$ cat src/rtl/uart_pkg.sv
// Shared UART definitions: parity mode codes, FSM state type and frame length helper.
package uart_pkg;

   // parity_mode encodings; 2'b11 behaves like PAR_NONE
   localparam logic [1:0] PAR_NONE = 2'b00;
   localparam logic [1:0] PAR_EVEN = 2'b01;
   localparam logic [1:0] PAR_ODD  = 2'b10;

   // Wide enough for the longest frame: 1 + 9 + 1 + 2 = 13 bits
   localparam int BIT_CNT_W = $clog2(12);

   typedef enum logic {
      ST_IDLE,
      ST_SHIFT
   } tx_state_t;

   // True when the mode code inserts a parity bit
   function automatic logic par_enabled(input logic [1:0] mode);
      return (mode == PAR_EVEN) || (mode == PAR_ODD);
   endfunction

   // Frame length in bit times: start + data + optional parity + stop bits
   function automatic logic [BIT_CNT_W-1:0] frame_len(input int data_bits,
                                                      input logic par_en,
                                                      input logic two_stop);
      return BIT_CNT_W'(1 + data_bits + int'(par_en) + (two_stop ? 2 : 1));
   endfunction

endpackage

$ cat src/rtl/uart_sync_fifo.sv
// Single-clock FIFO with push/pop handshakes, full/empty flags and fill level.
// Pushes into a full FIFO and pops from an empty one are ignored.
module uart_sync_fifo #(
   parameter int WIDTH = 8,
   parameter int DEPTH = 4
) (
   input  logic                    clk,
   input  logic                    rst,
   input  logic                    push,
   input  logic [WIDTH-1:0]        push_data,
   input  logic                    pop,
   output logic [WIDTH-1:0]        pop_data,
   output logic                    full,
   output logic                    empty,
   output logic [$clog2(DEPTH):0]  level
);

   localparam int AW = $clog2(DEPTH);

   logic [WIDTH-1:0] mem [DEPTH];
   logic [AW-1:0]    wr_ptr;
   logic [AW-1:0]    rd_ptr;
   logic [AW:0]      count;
   logic             do_push;
   logic             do_pop;

   // Full is judged on the registered count, so a same-cycle pop never frees a slot
   assign do_push  = push && !full;
   assign do_pop   = pop && !empty;
   assign full     = (count == (AW+1)'(DEPTH));
   assign empty    = (count == '0);
   assign level    = count;
   assign pop_data = mem[rd_ptr];

   // Pointer and occupancy bookkeeping; pointers wrap naturally (DEPTH is a power of two)
   // NOTE: sequential state uses non-blocking assignments so every flop samples pre-edge values.
   always_ff @(posedge clk or posedge rst) begin
      if (rst) begin
         wr_ptr <= '0;
         rd_ptr <= '0;
         count  <= '0;
      end else begin
         if (do_push) wr_ptr <= wr_ptr + AW'(1);
         if (do_pop)  rd_ptr <= rd_ptr + AW'(1);
         unique case ({do_push, do_pop})
            2'b10:   count <= count + (AW+1)'(1);
            2'b01:   count <= count - (AW+1)'(1);
            default: count <= count;
         endcase
      end
   end

   // Storage array write port
   // NOTE: the data array has no reset; entries are only read after being written, and resetting it would force flops instead of RAM.
   always_ff @(posedge clk) begin
      if (do_push) mem[wr_ptr] <= push_data;
   end

endmodule

$ cat src/rtl/uart_tx_fifo.sv
// UART transmitter fed by a small FIFO. Frames are start, data LSB first,
// optional parity, one or two stop bits; one bit per uart_clk tick, and a new
// frame starts on the very tick that ends the previous one while data waits.
module uart_tx_fifo
   import uart_pkg::*;
#(
   parameter int DATA_BITS  = 8,
   parameter int FIFO_DEPTH = 4
) (
   input  logic                         clk,
   input  logic                         rst,
   input  logic                         uart_clk,
   input  logic                         s_valid,
   input  logic [DATA_BITS-1:0]         s_data,
   output logic                         s_ready,
   input  logic [1:0]                   parity_mode,
   input  logic                         two_stop,
   output logic [$clog2(FIFO_DEPTH):0]  fifo_level,
   output logic                         tx_busy,
   output logic                         txd
);

   localparam int SH_W = DATA_BITS + 3;

   tx_state_t              state;
   logic [BIT_CNT_W-1:0]   bit_cnt;
   logic [BIT_CNT_W-1:0]   frame_last;
   logic [SH_W-1:0]        shreg;

   logic [DATA_BITS-1:0]   head;
   logic                   fifo_full;
   logic                   fifo_empty;
   logic                   frame_done;
   logic                   start_frame;
   logic                   par_en;
   logic                   par_bit;
   logic [SH_W-1:0]        next_frame;

   uart_sync_fifo #(
      .WIDTH (DATA_BITS),
      .DEPTH (FIFO_DEPTH)
   ) u_fifo (
      .clk       (clk),
      .rst       (rst),
      .push      (s_valid),
      .push_data (s_data),
      .pop       (start_frame),
      .pop_data  (head),
      .full      (fifo_full),
      .empty     (fifo_empty),
      .level     (fifo_level)
   );

   // Last bit of the current frame is on the line; the next tick ends it
   assign frame_done  = (state == ST_SHIFT) && (bit_cnt == frame_last);
   // Emptiness comes from the registered count, so a word pushed this cycle waits for a later tick
   assign start_frame = uart_clk && !fifo_empty && ((state == ST_IDLE) || frame_done);

   assign s_ready = !fifo_full;
   assign tx_busy = (state == ST_SHIFT) || !fifo_empty;

   // Bits following the start bit, sampled from the head word and current config
   // NOTE: every always_comb output is assigned on every path so no latch is inferred.
   always_comb begin
      par_en     = par_enabled(parity_mode);
      par_bit    = (parity_mode == PAR_ODD) ? ~^head : ^head;
      next_frame = {2'b11, (par_en ? par_bit : 1'b1), head};
   end

   // Transmit FSM: loads a frame on start, then shifts one bit per tick; txd is registered
   always_ff @(posedge clk or posedge rst) begin
      if (rst) begin
         state      <= ST_IDLE;
         bit_cnt    <= '0;
         frame_last <= '0;
         shreg      <= '1;
         txd        <= 1'b1;
      end else if (uart_clk) begin
         if (start_frame) begin
            state      <= ST_SHIFT;
            txd        <= 1'b0;
            shreg      <= next_frame;
            bit_cnt    <= '0;
            frame_last <= frame_len(DATA_BITS, par_en, two_stop) - BIT_CNT_W'(1);
         end else if (frame_done) begin
            state <= ST_IDLE;
            txd   <= 1'b1;
         end else if (state == ST_SHIFT) begin
            txd     <= shreg[0];
            shreg   <= {1'b1, shreg[SH_W-1:1]};
            bit_cnt <= bit_cnt + BIT_CNT_W'(1);
         end
      end
   end

endmodule

$ cat config.mk
export PLATFORM = sky130hd
export DESIGN_NAME = uart_tx_fifo
export DESIGN_NICKNAME = d
export VERILOG_FILES = /design/src/rtl/uart_pkg.sv /design/src/rtl/uart_sync_fifo.sv /design/src/rtl/uart_tx_fifo.sv
export SDC_FILE = /design/constraint.sdc
export NUM_CORES = 1
export LEC_CHECK = 0
export CORE_ASPECT_RATIO = 1.75
export CORE_MARGIN = 1.5
export CORE_UTILIZATION = 55
export DETAILED_ROUTE_END_ITERATION = 12
export DONT_BUFFER_PORTS = 1
export MAX_ROUTING_LAYER = met4
export PLACE_DENSITY = 0.71
export SYNTH_ARGS = -nofsm -noshare
export SYNTH_HDL_FRONTEND = slang
export SYNTH_HIERARCHICAL = 1
export SYNTH_SLANG_ARGS = --single-unit
$ cat constraint.sdc
create_clock -name clk -period 3.34 [get_ports clk]
set_clock_uncertainty 0.1 [all_clocks]
set_input_delay 0.835 -clock clk [delete_from_list [all_inputs] [get_ports clk]]
set_output_delay 0.835 -clock clk [all_outputs]
set_load 0.05 [all_outputs]
* Yosys cells after proc, flatten, opt, wreduce, memory -nomap -nowiden
Memory sizes are Yosys's and may differ from the RTL's.
Index checks and enable logic that the tools add are counted.
W data, S select, Z words.
** Word-level totals
- Flip-flop bits (word level) :: 28
- Latch bits :: 0
- Memory bits (writable) :: 32
- Bits in read-only memories :: 0
- Input port bits :: 15
- Output and inout port bits :: 6
- Logic and storage cells :: 63
- Memories kept :: 1
** Cells by class
- $add $sub $neg :: 8
- $mul :: 0
- Divide/modulo/power cells :: 0
- Order comparisons :: 0
- Equality and inequality tests :: 7
- Shifts and indexed selects :: 0
- Muxes and demuxes :: 17
- Bitwise gates (word level) :: 1
- Reduce and logical (&&, ||, !) cells :: 21
** Memory list
- u_fifo.mem :: depth 4, width 8, read ports 1, clocked after Yosys merged registers in 0, write ports 1, RTL line uart_sync_fifo.sv:20 : logic [WIDTH-1:0] mem [DEPTH];
** Operators with widths (number)
- $mux W11 :: 3
- $mux W4 :: 3
- $mux W1 :: 9
- $reduce_xnor A8 Y1 :: 1
- $reduce_xor A8 Y1 :: 1
- $pmux W3 S2 :: 1
- $reduce_and A2 Y1 :: 3
- $reduce_bool A2 Y1 :: 3
- $logic_and A1 B1 Y1 :: 5
- $add A2 B1 Y2 const B :: 2
- $add A4 B1 Y4 const A :: 1
- $add A4 B1 Y4 const B :: 1
- $add A4 B2 Y4 :: 1
- $eq A2 B1 Y1 const B :: 2
- $eq A2 B2 Y1 const B :: 2
- $eq A4 B4 Y1 :: 1
- $sub A4 B1 Y4 const B :: 1
- $add A3 B1 Y3 const B :: 1
- $eq A3 B3 Y1 const B :: 1
- $logic_not A3 Y1 :: 1
- $logic_or A1 B1 Y1 :: 3
- $reduce_and A3 Y1 :: 1
- $reduce_bool A3 Y1 :: 1
- $sub A3 B1 Y3 const B :: 1
- other kinds (4) :: 5

* Logic depth before layout (Yosys ltp)
Gate-level depths: netlist of the first run.
- Depth after elaboration :: 7
- Gate-level depth with buffers :: 12
- Depth with buffers taken out :: 12

* By module
Netlist of the first run, hierarchy kept.
** By module, submodules not included
- uart_sync_fifo :: instances 1, cells an instance 80, area an instance 1596.5 µm², sequential area each 1136.1 µm²
- uart_tx_fifo :: instances 1, cells an instance 139, area an instance 1298.7 µm², sequential area each 488.0 µm²

* Worst setup path after synthesis of the first run
No wires, ideal clock.
- Path kind :: reg2reg
- Start point :: reg u_fifo.count[0], in the netlist u_fifo/level[0]
- End point :: reg u_fifo.count[2], in the netlist u_fifo/level[2]
- Library setup time :: 0.082 ns
- Arrival time :: 2.554 ns
- Required time :: 3.158 ns
- Setup slack :: 0.604 ns
- Cell stages (with the launch flop) :: 13
- Buffers on the path :: 0
- Period minus slack after synthesis :: 2.736 ns
- Path through :: dfrtp_1 nor3_1 inv_1 nand2_1 a21o_1 inv_1 o31a_2 ha_1 inv_1 fa_1 xor2_1 nor2_1 xor2_1
** Between the ends
- Word-level cells in the longest chain between the ends :: 7
- Elaborated cells between the ends (all ways) :: 14
- Classes of those cells :: add/sub (2); eq/ne (3); mux (1); reduce/logical (8)
** RTL lines
- start, declared :: RTL line uart_sync_fifo.sv:23 : logic [AW:0] count;
- start signal, assigned :: RTL line uart_sync_fifo.sv:46 : 2'b10: count <= count + (AW+1)'(1);
- start signal, assigned :: RTL line uart_sync_fifo.sv:47 : 2'b01: count <= count - (AW+1)'(1);
- start signal, assigned :: RTL line uart_sync_fifo.sv:48 : default: count <= count;
- $logic_not A3 Y1 (*) :: RTL line uart_sync_fifo.sv:31 : assign empty = (count == '0);
- via fifo_empty :: RTL line uart_tx_fifo.sv:32 : logic fifo_empty;
- $logic_not A1 Y1 (*) :: RTL line uart_tx_fifo.sv:57 : assign start_frame = uart_clk && !fifo_empty && ((state == ST_IDLE) || frame_done);
- $logic_and A1 B1 Y1 (*) (2 in a row) :: RTL line uart_tx_fifo.sv:57
- via start_frame :: RTL line uart_tx_fifo.sv:34 : logic start_frame;
- $logic_and A1 B1 Y1 (*) :: RTL line uart_sync_fifo.sv:29 : assign do_pop = pop && !empty;
- via u_fifo.do_pop :: RTL line uart_sync_fifo.sv:25 : logic do_pop;
- $eq A2 B1 Y1 / $eq A2 B2 Y1 (equally long branches) :: RTL line uart_sync_fifo.sv:45 : unique case ({do_push, do_pop})
- $pmux W3 S2 / $reduce_bool A2 Y1 (equally long branches)
The timed path passes the listed nets; every way through them passes the cells marked *.
A chain may end at the register's enable or synchronous reset.

* Final worst setup path of the first run
- Start point :: reg u_fifo.count[1], in the netlist u_fifo/level[1]
- End point :: reg u_fifo.count[2], in the netlist u_fifo/level[2]
The elaborated chain is that of the path after synthesis.

==> impl_metrics.json, run 1 <==
{
  "status": "finished, final reports clean",
  "synth_xor_area_share_pct": 5.62,
  "synthTopCellsByCount": "edfxtp_1 (32), inv_1 (25), o21ai_0 (18), dfrtp_1 (16), nand2_1 (16)",
  "cts_tree": "built",
  "start_kind": "flip-flop",
  "hold_viol": 0,
  "ir_drop_mv": 0.558,
  "dieHeight_um": 99.0,
  "synth_seq_cells": 58,
  "first_pass_iters": 4,
  "grt_pass1_wl_um": 8440,
  "drt-total-wl_um": 5220,
  "cp_cell_sequence": "nor3_1 -> buf_4 -> inv_1 -> nand2_1 -> a21o_1 -> inv_1 -> o31a_2 -> ha_1 -> inv_1 -> fa_1 -> xor2_1 -> nor2_1 -> xor2_1",
  "period_minus_slack_ps": 2610,
  "path_buf_inv": 4,
  "synth_area_per_cell_um2": 13.2,
  "postSynth.asyncResetShare_pct": 44.8,
  "post_synth_fa_ha_maj_area_fraction_pct": 4.58,
  "post-dp-hpwl_um": 3830,
  "rsz0062_at_grt": "no",
  "post_drt_wl_per_cell_um": 18.3,
  "die-area_um2": 5730,
  "critPathSlowestCell": "fa_1",
  "seq_area_frac_synth_pct": 56.1,
  "cts_setup_buffers": 0,
  "diodes": 0,
  "cts_buffers": 9,
  "rows": 34,
  "clk_path_buf_depth": 2,
  "coreArea_um2": 5020,
  "synth_compound_area_share_pct": 8.47,
  "setup_ws_ps": 735,
  "place_ws_ps": 691,
  "p_leak_nw": 1.32,
  "gr-total-overflow": 0,
  "setup_violations": 0,
  "power.density_nw_per_um2": 1030,
  "synthSimpleGateAreaFrac_pct": 8.17,
  "io_buffers": 0,
  "die_w_um": 57.8,
  "crit_arrival_ps": 2770,
  "antenna_found_initial": 0,
  "synthTopCellsByArea": "edfxtp_1 (33%), dfrtp_1 (14%), dfstp_2 (9.1%)",
  "maxSlewViolCount": 0,
  "netlist_instances": 219,
  "path_max_fanout": 12,
  "vias": 1716,
  "place_congestion": 0.818,
  "min_period_over_period_pct": 78.0,
  "ys.warnings.count": 6,
  "first_global_vias": 1832,
  "maxCapViolCount": 0,
  "crit_type": "reg2reg",
  "synth_top_area_cell": "edfxtp_1",
  "synth-edff-count": 32,
  "layout-drive-gt1-share_pct": 23.4,
  "synth_mux_area_share_pct": 12.1,
  "ys_types": 38,
  "ctsResizeCount": 0,
  "crit_required_ps": 3500,
  "grt_max_degree": 26,
  "fin_setup_tns_ps": 0,
  "path_delay_family": "adder cells",
  "synth-main-ff-cell": "edfxtp_1",
  "synth.net_count": 244,
  "max-slew-margin-rel_pct": 31.5,
  "max_freq_mhz": 384,
  "critPathMaxStageDelay_ps": 370,
  "vias_per_cell": 6.02,
  "syn_area_um2": 2900,
  "start_util_pct": 57.7,
  "nets": 251,
  "cts_sinks": 58,
  "clk_pin_slew_ps": 70,
  "area_growth_pct": 10.7,
  "ant_nets": 0,
  "crit_path_end_kind": "flip-flop",
  "yosys.area.top_type_share_pct": 33.2,
  "tightest_slew_ps": 1020,
  "drt_iter0_markers": 55,
  "cts-htree-levels": 3,
  "synth_top_family_by_area": "multiplexers",
  "hp-class": "in2async",
  "synth_most_common_cell": "edfxtp_1",
  "drc": 0,
  "holdBufCountCts": 0,
  "root_buffer": "clkbuf_8",
  "critPathMostFrequentCell": "inv_1",
  "worstSkewPairLatency_ps": 340,
  "ios": 21,
  "grt_use_total_pct": 21.0
}
==> kinds of logic after synthesis <==
kind of cell | count (synthesis)
mux | 24
simple gates | 40
fa+ha+maj | 10
compound gates | 35
flops | 58
xor+xnor | 17
buf+inv | 35
==> cells in the final DEF (no fill, tap or decap), types with 2 or more instances in the layout <==
cell type,n
and2_2,4
xnor2_1,13
o21ai_0,18
clkbuf_8,9
dfstp_2,10
buf_4,6
mux4_2,8
edfxtp_1,32
mux2i_1,11
a32o_1,9
o2bb2ai_1,2
bufinv_16,3
nor2b_1,9
nand2_1,16
inv_6,2
xor2_1,3
dfrtp_1,16
nor3_1,2
mux2_2,4
ha_1,9
inv_1,25
==> through the flow <==
step	hold WS, ps	cell area, um2	total power, mW	util [%]	std cells
4_1_cts	199	3210	3.33	63.9	285
6_report	204	3210	3.30	63.9	285
3_3_place_gp	373	2960	2.45	58.9	269
5_1_grt	209	3210	3.49	63.9	285
2_1_floorplan	354	2900	2.23	-	219
3_5_place_dp	378	2960	2.52	58.9	269
==> final cells by class <==
cell class	count	area (um2)
Clock inverter	7	124
Fill cell	387	1810
Sequential cell	58	1620
Tap cell	54	67.6
Inverter	25	93.8
Multi-Input combinational cell	126	1130
Clock buffer	9	124
Timing Repair Buffer	6	45.0
==> registers in the layout (all words and copies together), names as in the netlist <==
name / flops
u_fifo/rd_ptr: 2
u_fifo/level: 3
bit_cnt: 4
u_fifo/mem: 32
shreg: 9
txd: 1
u_fifo/wr_ptr: 2
state: 1
frame_last: 4
==> final timing paths <==
path                                               endpoint                   startpoint  depth (start not counted)  slack, ps
worst max-delay path            u_fifo/level[2]$_DFFE_PP0P_  u_fifo/level[1]$_DFFE_PP0P_                         13        730
worst min-delay path            u_fifo/level[1]$_DFFE_PP0P_                          rst                          1        200
worst max register to register  u_fifo/level[2]$_DFFE_PP0P_  u_fifo/level[1]$_DFFE_PP0P_                         13        730
worst min register to register    frame_last[3]$_DFFE_PP0P_    frame_last[3]$_DFFE_PP0P_                          1        400
max in group asynchronous                 state$_DFFE_PP0P_                          rst                          1       2270
min in group clk                  frame_last[3]$_DFFE_PP0P_    frame_last[3]$_DFFE_PP0P_                          1        400
==> power breakdown <==
part | total, mW | switching [mW] | internal, mW
registers | 1.21 | 0.204 | 1.01
logic | 1.29 | 0.671 | 0.620
clock network | 0.796 | 0.295 | 0.501
==> metal layers <==
layer | global-route usage [%] | wire length (um)
met5 | - | 0
met4 | 11.6 | 186
met3 | 5.91 | 192
met2 | 37.5 | 3040
met1 | 19.2 | 1800
No activity file was read; power rests on OpenSTA's default activity.
==> run 2, diff against run 1 <==
--- a/config.mk
+++ b/config.mk
@@ -5,13 +5,14 @@
 export SDC_FILE = /design/constraint.sdc
 export NUM_CORES = 1
 export LEC_CHECK = 0
+export ABC_AREA = 1
 export CORE_ASPECT_RATIO = 1.75
 export CORE_MARGIN = 1.5
 export CORE_UTILIZATION = 55
 export DETAILED_ROUTE_END_ITERATION = 12
 export DONT_BUFFER_PORTS = 1
 export MAX_ROUTING_LAYER = met4
-export PLACE_DENSITY = 0.71
+export PLACE_DENSITY = 0.74
 export SYNTH_ARGS = -nofsm -noshare
 export SYNTH_HDL_FRONTEND = slang
 export SYNTH_HIERARCHICAL = 1
==> constraint.sdc (replaced) <==
create_clock -name clk -period 2.2 [get_ports clk]
set_clock_uncertainty 0.1 [all_clocks]
set_input_delay 0.55 -clock clk [delete_from_list [all_inputs] [get_ports clk]]
set_output_delay 0.55 -clock clk [all_outputs]
set_load 0.05 [all_outputs]
==> run 2 against run 1 <==
Register-to-register slack lost 710 ps; synthesized cell count up 53%; routed wire length grew 4.2%; flip-flop and latch count is the same; combinational power increased by 74%; hold slack worse by 84 ps; fmax is 20% higher; cell count is 53% higher; die area up 4.4%; non-clock buffer count increased by 14; total power rose by 50%; core utilization increased by 1.0 points; critical path type unchanged.
==> impl_metrics.json, run 2 <==
{
  "ios": 21,
  "regArea_um2": 1630,
  "synth.net_count": 361,
  "root_buffer": "clkbuf_8",
  "nFillCells": 440,
  "cp_cell_sequence": "xor2_1 -> nor2_1 -> nand2_2 -> nand2_4 -> nand2_4 -> inv_2 -> nand2_2 -> inv_2 -> ha_4 -> inv_4 -> fa_2 -> nand2_2 -> nand3_2 -> nand2_1 -> nand2_1",
  "status": "finished, final reports clean",
  "hold_viol": 0,
  "crit_path_end_kind": "flip-flop",
  "ant_nets": 0,
  "critPathMaxStageDelay_ps": 410,
  "reg_top3": "u_fifo/mem (32), shreg (9)",
  "ir_drop_mv": 0.730,
  "total_power_mw": 4.93,
  "nets": 383,
  "die_w_um": 59.1,
  "coreArea_um2": 5300,
  "synth_seq_cells": 58,
  "hold_ws_ps": 120,
  "crit_type": "reg2reg",
  "most-common-layout-cells": "nand2_1 (101), inv_1 (56), edfxtp_1 (32)",
  "postSynth.asyncResetShare_pct": 44.8,
  "max-slew-margin-rel_pct": 52.1,
  "synth-edff-count": 32,
  "synth_top_area_cell": "edfxtp_1",
  "crit_required_ps": 2320,
  "grt_max_degree": 28,
  "min_period_over_period_pct": 98.9,
  "largest-register": "u_fifo/mem",
  "vias_per_cell": 5.00,
  "critPathMostFrequentCell": "nand2_2",
  "rsz0062_at_grt": "yes",
  "grt_use_total_pct": 21.1,
  "ys.warnings.count": 6,
  "power.density_nw_per_um2": 1440,
  "synthTopCellsByCount": "nand2_1 (104), inv_1 (63), edfxtp_1 (32), nand3_1 (23), o211ai_1 (17)",
  "die-area_um2": 5980,
  "period_minus_slack_ps": 2180,
  "synthTopCellsByArea": "edfxtp_1 (32%), dfrtp_1 (13%), nand2_1 (13%)",
  "yosys.area.top_type_share_pct": 31.7,
  "synth_area_per_cell_um2": 9.01,
  "cts_buffers": 9,
  "drt-total-wl_um": 5440,
  "antenna_found_initial": 0,
  "setup_violations": 0,
  "p_leak_nw": 1.71,
  "diodes": 0,
  "drc": 0,
  "first_global_vias": 2194,
  "worstSkewPairLatency_ps": 340,
  "start_util_pct": 57.1,
  "max_freq_mhz": 460,
  "grt_pass1_wl_um": 9010,
  "crit_arrival_ps": 2300,
  "synth_most_common_cell": "nand2_1",
  "ys_types": 30,
  "postLayoutCoreUtil_pct": 64.9,
  "hp-class": "in2async",
  "vias": 2183,
  "synth-main-ff-cell": "edfxtp_1",
  "layout-drive-gt1-share_pct": 18.7,
  "drt_iter0_markers": 40,
  "clk_pin_slew_ps": 60,
  "dieHeight_um": 101,
  "post_drt_wl_per_cell_um": 12.4,
  "maxSlewViolCount": 0,
  "cts_sinks": 58,
  "tightest_slew_ps": 718,
  "first_pass_iters": 4,
  "multi_input_area_um2": 1120,
  "post-dp-hpwl_um": 3900,
  "syn_area_um2": 3030,
  "largest_register_ffs": 32,
  "critPathSlowestCell": "dfrtp_1",
  "seq_area_frac_synth_pct": 53.6,
  "start_kind": "flip-flop",
  "cts-htree-levels": 3,
  "maxCapViolCount": 0,
  "cts_tree": "built",
  "io_buffers": 0,
  "place_congestion": 0.865,
  "clk_path_buf_depth": 2,
  "netlist_instances": 336,
  "final_common_cell": "nand2_1",
  "area_growth_pct": 13.6,
  "path_max_fanout": 3,
  "gr-total-overflow": 0,
  "rows": 35
}
run 2: cell types whose count changed after synthesis, moves of 9 or more:
| cell | previous run | this run |
|---|---|---|
| o211ai_1 | 0 | 17 |
| a32o_1 | 9 | 0 |
| inv_1 | 25 | 63 |
| nand3_1 | 1 | 23 |
| nor2b_1 | 9 | 0 |
| o21ai_0 | 18 | 9 |
| xnor2_1 | 13 | 4 |
| mux2i_1 | 11 | 1 |
| nor2_1 | 1 | 13 |
| nand2_1 | 16 | 104 |
run 2: area by class of cell:
type / count / area share (%)
Tap cell: 74 / 2.69
Clock inverter: 4 / 1.24
Clock buffer: 12 / 4.22
Multi-Input combinational cell: 203 / 32.7
Timing Repair Buffer: 20 / 4.44
Inverter: 66 / 7.35
Sequential cell: 58 / 47.3
run 2: logic make-up after synthesis:
logic type	share of synthesized area, %
simple gates	21.3
buf+inv	10.7
flops	53.6
compound gates	6.45
xor+xnor	3.18
fa+ha+maj	4.38
mux	0.331
run 2: per-layer routing:
metal | track usage (%) | vias to the layer above | share of wire, %
met5 | - | - | 0
met4 | 16.4 | 0 | 4.3
met3 | 4.85 | 21 | 3.2
met2 | 35.3 | 42 | 54
met1 | 20.2 | 1016 | 39
li1 | - | 1104 | -
run 2: final timing paths:
kind                                         from                           to  slack, ps  cells past startpoint
setup / recovery           bit_cnt[3]$_DFFE_PP0P_  u_fifo/level[2]$_DFFE_PP0P_         20                     15
hold / removal                                rst            state$_DFFE_PP0P_        120                      1
setup reg to reg           bit_cnt[3]$_DFFE_PP0P_  u_fifo/level[2]$_DFFE_PP0P_         20                     15
hold reg to reg              shreg[4]$_DFFE_PP1P_         shreg[4]$_DFFE_PP1P_        380                      2
max in group asynchronous                     rst  u_fifo/level[2]$_DFFE_PP0P_       1260                      2
min in group clk                        s_data[5]   u_fifo/mem[1][5]$_DFFE_PP_        210                      0
run 2: worst max-delay path: cells and delay by family, from the launching register on:
| kind | cells | cell delay (ps) |
|---|---|---|
| DFF | 1 | 410 |
| and+or+nand+nor | 9 | 680 |
| buffers and inverters | 3 | 170 |
| adders and majority gates | 2 | 550 |
| xor gates and xnor gates | 1 | 170 |
run 2: through the flow:
step / cells / setup WS [ps] / TNS (ps) / area, um2
after CTS: 433 / 0.584 / 0 / 3380
after global routing: 437 / -83.7 / -93.5 / 3440
after floorplan: 336 / 10.3 / 0 / 3050
after detailed placement: 415 / -103 / -103 / 3170
after global placement: 415 / 44.7 / 0 / 3170
final: 437 / 24.6 / 0 / 3440
run 2: report_power, final:
part,internal [mW],switching (mW),total [mW]
Sequential,1.54,0.216,1.75
Clock,0.545,0.387,0.932
Combinational,0.818,1.43,2.25
run 2: timing repair:
item / CTS / global route
pin swaps: 2 / 7
gates resized for setup: 3 / 10
endpoints found under the setup margin: 1 / 2
buffers inserted: 1 / 4
hold buffers: 1 / 0
endpoints found under the hold margin: 7 / 0
